$ cat src/rtl/fetch_controller.sv
// Instruction fetch sequencer: owns the PC, drives the instruction memory address and
// buffers returned words with their PC in a small FIFO feeding decode as a valid/ready stream.
module fetch_controller #(
    parameter logic [63:0] RESET_PC = 64'h0,
    parameter int          PC_STEP  = 4,
    parameter int          DEPTH    = 2
) (
    input  logic        clk,
    input  logic        reset,
    input  logic        stall,
    input  logic        redirect_valid,
    input  logic [63:0] redirect_pc,
    output logic [63:0] imem_addr,
    input  logic [31:0] imem_inst,
    output logic        out_valid,
    output logic [31:0] out_inst,
    output logic [63:0] out_pc,
    input  logic        out_ready,
    output logic [31:0] fetch_count
);

    localparam int                PTR_W    = $clog2(DEPTH);
    localparam int                CNT_W    = PTR_W + 1;
    localparam logic [CNT_W-1:0]  FULL_CNT = CNT_W'(DEPTH);
    localparam logic [63:0]       STEP     = 64'(PC_STEP);

    typedef enum logic [1:0] {
        IDLE,
        RUN,
        FULL
    } state_t;

    state_t             state;
    state_t             state_next;
    logic [63:0]        pc;
    logic [PTR_W-1:0]   rd_ptr;
    logic [PTR_W-1:0]   wr_ptr;
    logic [CNT_W-1:0]   count;
    logic [CNT_W-1:0]   count_next;
    logic               push;
    logic               pop;
    logic [31:0]        inst_q [DEPTH];
    logic [63:0]        pc_q   [DEPTH];

    // NOTE: sequential state uses non-blocking assignments so every register samples
    // the pre-edge values, regardless of statement order inside the block.
    always_ff @(posedge clk) begin
        if (!reset) begin
            state <= IDLE;
        end else begin
            state <= state_next;
        end
    end

    // NOTE: every output of a combinational process gets a default first so no
    // path through the case leaves it unassigned, which would infer a latch.
    always_comb begin
        state_next = state;
        if (redirect_valid) begin
            state_next = RUN;
        end else begin
            case (state)
                IDLE:      state_next = RUN;
                RUN, FULL: state_next = (count_next == FULL_CNT && !pop) ? FULL : RUN;
                default:   state_next = IDLE;
            endcase
        end
    end

    always_comb begin
        pop        = out_valid && out_ready;
        push       = (state != IDLE) && !stall && !redirect_valid
                     && ((count < FULL_CNT) || pop);
        count_next = count;
        if (push && !pop) begin
            count_next = count + CNT_W'(1);
        end else if (pop && !push) begin
            count_next = count - CNT_W'(1);
        end
    end

    // NOTE: the FIFO storage is reset as well, because the head outputs read straight
    // from it and must show zero after reset; with only DEPTH entries this is cheap.
    always_ff @(posedge clk) begin
        if (!reset) begin
            pc          <= RESET_PC;
            rd_ptr      <= '0;
            wr_ptr      <= '0;
            count       <= '0;
            fetch_count <= '0;
            for (int i = 0; i < DEPTH; i++) begin
                inst_q[i] <= '0;
                pc_q[i]   <= '0;
            end
        end else if (redirect_valid) begin
            // A same-cycle pop was already consumed by decode; the flush discards the rest.
            pc     <= redirect_pc & ~64'h3;
            rd_ptr <= '0;
            wr_ptr <= '0;
            count  <= '0;
        end else begin
            if (push) begin
                inst_q[wr_ptr] <= imem_inst;
                pc_q[wr_ptr]   <= pc;
                wr_ptr         <= wr_ptr + PTR_W'(1);
                pc             <= pc + STEP;
                fetch_count    <= fetch_count + 32'd1;
            end
            if (pop) begin
                rd_ptr <= rd_ptr + PTR_W'(1);
            end
            count <= count_next;
        end
    end

    assign imem_addr = pc;
    assign out_valid = (count != '0);
    assign out_inst  = inst_q[rd_ptr];
    assign out_pc    = pc_q[rd_ptr];

endmodule
$ cat config.mk
export PLATFORM = sky130hd
export DESIGN_NAME = fetch_controller
export DESIGN_NICKNAME = d
export VERILOG_FILES = /design/src/rtl/fetch_controller.sv
export SDC_FILE = /design/constraint.sdc
export NUM_CORES = 1
export LEC_CHECK = 0
export CORE_UTILIZATION = 35
export CTS_CLUSTER_DIAMETER = 40
export DETAILED_ROUTE_END_ITERATION = 6
export SKIP_CTS_REPAIR_TIMING = 1
export SYNTH_ARGS = -nofsm -noshare
export SYNTH_HDL_FRONTEND = slang
export SYNTH_SLANG_ARGS = --single-unit
$ cat constraint.sdc
create_clock -name clk -period 27.6 [get_ports clk]
set_input_delay 6.9 -clock clk [delete_from_list [all_inputs] [get_ports clk]]
set_output_delay 6.9 -clock clk [all_outputs]
set_load 0.01 [all_outputs]
==> metrics.txt, run 1 <==
M3 GR Usage=0.0653; Pleak=6.62 nW; Sink Count=289; dpl ws=17.38 ns; hold path startpoint=fetch_count[1]; DRT Wirelength=~41000 um; post-synthesis sequential area ratio=0.566; Ys Warns=0; Pwr per Cell Area=66.2 mW/mm2; setup TNS=0 ns; Crit path max-delay family=buffers and inverters; ys flop type=edfxtp_1; Max Cap Viol=0; cell count of the worst hold path=2; number of global-route vias before repair=10700; clk slew on worst S/H paths=0.05 ns; RSZ-0062 raised after global routing=false; largest net degree at the start of global routing=95; setup ws final=17.65 ns; CP Class=reg2out; 1st-pass router iterations=5; I/O Buffers=287; met1 Usage GRT=0.257; Root Driver=clkbuf_16; synthesized flop and latch total=289; Starting Density=0.358; FMAX=0.100 GHz; antenna violations before repair=7; Final Hold Viols=0; Crit Reg-Reg Endpoint=pc_q[1][7]; Area Overhead vs Synth=38.0%; Final setup viols=0; CP required=around 21 ns; gpl congestion=0.783; Mapped Area=around 0.014 mm2; GRT Total Usage=0.206; row count=71; wire per inst=19.9 um; CTS tree=done; DRT iter0 DRCs=550; slowest stage cell, crit path=buf_4; TritonCTS Buffers=50; Vias=10600; Post-Route Skew=0.0189 ns; Top Usage Layer GRT=met2; grt ovf=0; I/O pin count=294; cells after synthesis=1220; fin. max-slew vios=0; Arrival @ worst endpoint=~3.1 ns; kind of start point of the critical path=flop; H-tree depth=2; reg2reg start=count[1]; vias per inst=5.15; reg2reg setup slack=23.94 ns; DIE WIDTH=199 um; Buf+Inv Stages, Crit Path=2; DPL Wire Length=25700 um; critical-path cell list=buf_4 -> mux2_2 -> clkdlybuf4s50_1; die height=just under 200 um; share of cells above drive strength 1=0.143; worst-case reg-to-reg path depth=7; VDD IR max=just over 0.04 mV; fraction of registers with async set/reset=0; average size of a mapped cell=11.1 um2; worst slew pin tran=1.06 ns; die area=0.0395 mm2; final net count=1603; critical path's largest stage delay=0.86 ns; Synth cell types=58; worst hold path class=reg2reg; Final ANT Viol Nets=0; Tmin final=9.95 ns; final worst-path cycle share=0.361; Worst Hold Path EP=fetch_count[1]; number of synthesized flops with an enable pin=188; global-route wire length before repair=61800 um; Core Box Area=0.0378 mm2; Crit Path Max Fanout=70; maximum root-to-sink buffer count=3; outcome=completed; worst skew pair latency=0.57 ns; Slew HR=0.293; met2 GRT Util=0.331; Critical Path End Type=output port; DRC errors left=0
-- cell type report --
| type | instances | area [um2] |
|---|---|---|
| Antenna cell | 1 | 2.50 |
| Clock buffer | 60 | 1360 |
| Clock inverter | 34 | 415 |
| Fill cell | 3505 | 19100 |
| Inverter | 14 | 52.6 |
| Multi-Input combinational cell | 839 | 5570 |
| Sequential cell | 289 | 7670 |
| Tap cell | 511 | 639 |
| Timing Repair Buffer | 303 | 2990 |
-- logic make-up after synthesis --
family | share of synthesized area
mux | 0.0814
simple gates | 0.209
compound gates | 0.0765
xor+xnor | 0.0336
fa+ha+maj | 0.00462
other cells | 0.000277
buf+inv | 0.0283
flops | 0.566
-- layout by cell type, fill, tap and decap left out, drive strengths merged, types with 3 or more instances in the layout --
cell             n
edfxtp         188
a31oi            8
conb             4
bufinv           7
ha               5
nor2            84
a32oi            6
a22oi           17
nand4           25
nor4            14
clkinv          11
xnor2           29
and4            11
nor3b            3
a221oi           8
o22ai            5
xor2            23
nand2           71
or4              6
and3            19
o21ai           39
clkdlybuf4s50  286
dfxtp          101
buf             17
clkinvlp         8
mux2            97
nor3            27
and2           188
inv             22
o211ai          15
a21oi           53
clkbuf          60
nand3           54
or3             11
-- cells in the mapped netlist (all sizes together) (15+ instances only) --
cell type	number	share of area
mux2	97	0.081
and2	188	0.087
xnor2	29	0.019
a22oi	17	0.0094
nand4	25	0.013
clkbuf	67	0.019
nand2	71	0.020
a21oi	53	0.020
edfxtp	188	0.42
dfxtp	101	0.15
o211ai	15	0.0087
nor3	27	0.010
and3	19	0.0088
nor2	84	0.023
nand3	54	0.020
o21ai	39	0.014
xor2	23	0.015
-- flip-flops by register name (all words and copies together), names as in the netlist, named ones only --
signal	flops
count	2
fetch_count	32
imem_addr	62
inst_q	64
pc_q	124
rd_ptr	1
state	2
wr_ptr	1
-- power by group --
part | switching (mW) | internal (mW) | total (mW)
Sequential | 0.0157 | 0.479 | 0.495
Clock | 0.227 | 0.422 | 0.649
Combinational | 0.0452 | 0.0503 | 0.0955
-- routing by layer --
metal | share of wire | wire, um
met5 | 0.0025 | 103
met4 | 0.028 | 1130
met2 | 0.46 | 18800
met1 | 0.43 | 17500
met3 | 0.083 | 3410
-- worst min-delay path: stages (launching register included) --
cell     delay [ns]
dfxtp_1        0.34
nand2_1        0.07
a21oi_1        0.06
-- per-stage QoR --
stage	hold WS [ns]	total power, mW	area, um2	std cells	utilization
floorplan	0.481	0.542	13600	1223	-
global placement	0.479	0.598	16900	1956	0.447
detailed placement	0.493	0.600	16900	1956	0.447
CTS	0.507	1.25	18700	2050	0.494
global route	0.521	1.28	18700	2050	0.494
finish	0.510	1.24	18700	2051	0.494
-- worst max-delay path by stage --
stage / slack [ns] / endpoint / depth (start not counted) / from
finish: 17.65 / out_pc[15] / 3 / flop
global route: 17.50 / out_pc[63] / 3 / flop
CTS: 17.54 / out_pc[63] / 3 / flop
detailed placement: 17.38 / pc_q[1][10] / 7 / redirect_valid
global placement: 17.40 / pc_q[1][11] / 7 / redirect_valid
floorplan: 12.31 / inst_q[0][0] / 6 / redirect_valid
Note: power is estimated with default switching activity, not from simulation.
==> run 2, diff against run 1 <==
clock period = 8.6 ns   (was 27.6 ns; I/O delays follow)
==> run 2 against run 1 <==
Effect of this change:
- clock skew increased by 0.0068 ns
- die area unchanged
- register-to-register slack got worse by 19 ns
- non-clock buffer count decreased by 4
==> metrics.txt, run 2 (synthesis gave the netlist of run 1 again) <==
outcome=completed; VDD IR max=roughly 0.13 mV; DPL Wire Length=26000 um; Buf+Inv Stages, Crit Path=2; Crit Path Max Fanout=75; CTS tree=done; max FFs per register=124; cell count of the worst hold path=2; Arrival @ worst endpoint=3.08 ns; critical-path cell list=buf_4 -> mux2_2 -> clkdlybuf4s50_1; grt ovf=0; number of global-route vias before repair=10300; die area=around 0.039 mm2; # fillers=3410; I/O Buffers=around 290; Critical Path End Type=output port; Area Overhead vs Synth=37.3%; final worst-path cycle share=0.608; commonest cells after routing, fill and taps aside=286 x clkdlybuf4s50_1, 188 x edfxtp_1, 187 x and2_1; Placed Area=0.0169 mm2; Pleak=6.57 nW; H-tree depth=2; FMAX=0.191 GHz; die height=a little under 200 um; GRT Total Usage=0.204; Post-Route Skew=0.0257 ns; Crit Reg-Reg Endpoint=inst_q[0][23]; slowest stage cell, crit path=buf_4; reg2reg start=count[1]; kind of start point of the critical path=flop; Vias=around 11000; RSZ-0062 raised after global routing=false; Crit path max-delay family=buffers and inverters; dpl ws=2.89 ns; hold path startpoint=fetch_count[1]; Slew HR=0.248; Max Cap Viol=0; DRT Wirelength=40900 um; Pwr per Cell Area=208 mW/mm2; TritonCTS Buffers=51; clk slew on worst S/H paths=0.05 ns; DIE WIDTH=199 um; wire per inst=20.0 um; Tmin final=5.23 ns; most common cell after layout, fill and taps aside=clkdlybuf4s50_1; setup ws final=3.37 ns; setup TNS=0 ns; reg2reg setup slack=4.92 ns; CP Class=reg2out; worst slew pin tran=1.13 ns; gpl congestion=0.773; largest net degree at the start of global routing=95; worst skew pair latency=0.58 ns; CP required=6.45 ns; fin area=~0.019 mm2; fin. max-slew vios=0; Hold WS=0.499 ns; antenna violations before repair=3; Root Driver=clkbuf_16; Final Hold Viols=0; 1st-pass router iterations=5; Starting Density=0.358; I/O pin count=slightly below 300; Sink Count=289; worst-case reg-to-reg path depth=9; maximum root-to-sink buffer count=3; Final ANT Viol Nets=0; DRT iter0 DRCs=464; worst hold path class=reg2reg; global-route wire length before repair=61200 um; critical path's largest stage delay=0.90 ns; share of cells above drive strength 1=0.141; n_diodes=0; DRC errors left=0; Worst Hold Path EP=fetch_count[1]; Largest Register=pc_q; final net count=1600; Core Box Area=0.0378 mm2; vias per inst=5.17; Final setup viols=0; row count=71
==> run 2: cell types whose count changed in the layout (fill, tap and decap cells not counted), moves of 3 or more <==
cell,before,now
buf_4,16,11
clkinv_4,5,8
bufinv_16,7,4
clkinv_2,3,8
inv_6,9,4
==> run 2: cell type report <==
class / instances / area [um2] / share of cell area
flip-flops and latches: 289 / 7670 / 0.413
repair buffers: 299 / 2970 / 0.160
multi-input cells: 839 / 5570 / 0.299
clock inverters: 36 / 358 / 0.0192
inverters: 14 / 52.6 / 0.00283
clock buffers: 58 / 1330 / 0.0717
well taps: 511 / 639 / 0.0344
==> run 2: worst max-delay path by stage <==
stage,from,to,slack (ns),cells past startpoint
6_report,flop,out_pc[58],3.37,3
5_1_grt,flop,out_pc[40],3.23,3
4_1_cts,flop,out_pc[58],3.34,3
3_5_place_dp,redirect_valid,inst_q[0][10],2.89,9
3_3_place_gp,redirect_valid,inst_q[0][23],2.90,9
2_1_floorplan,redirect_valid,inst_q[0][0],0.60,6
==> run 2: through the flow <==
stage	total power, mW	utilization	cells
finish	3.87	0.491	2046
global route	3.99	0.491	2046
CTS	3.91	0.491	2046
detailed placement	1.92	0.447	1952
global placement	1.92	0.447	1952
floorplan	1.74	-	1223
==> run 2: power by group <==
part	switching [mW]	internal (mW)
logic	0.144	0.161
clock network	0.731	1.24
registers	0.0509	1.54
==> run 2: tightest hold or removal path, cell delays in order (launching register included) <==
cell	delay [ns]
dfxtp_1	0.33
nand2_1	0.07
a21oi_1	0.06
==> run 2: per-layer routing <==
layer  vias up  part of all wire  wire length [um]  track usage
li1       4974                 -                 -            -
met1      5195              0.43             17700        0.262
met2       332              0.46             18900        0.328
met3        69             0.080              3290       0.0644
met4         6             0.023               924       0.0610
met5         -            0.0011                44            0
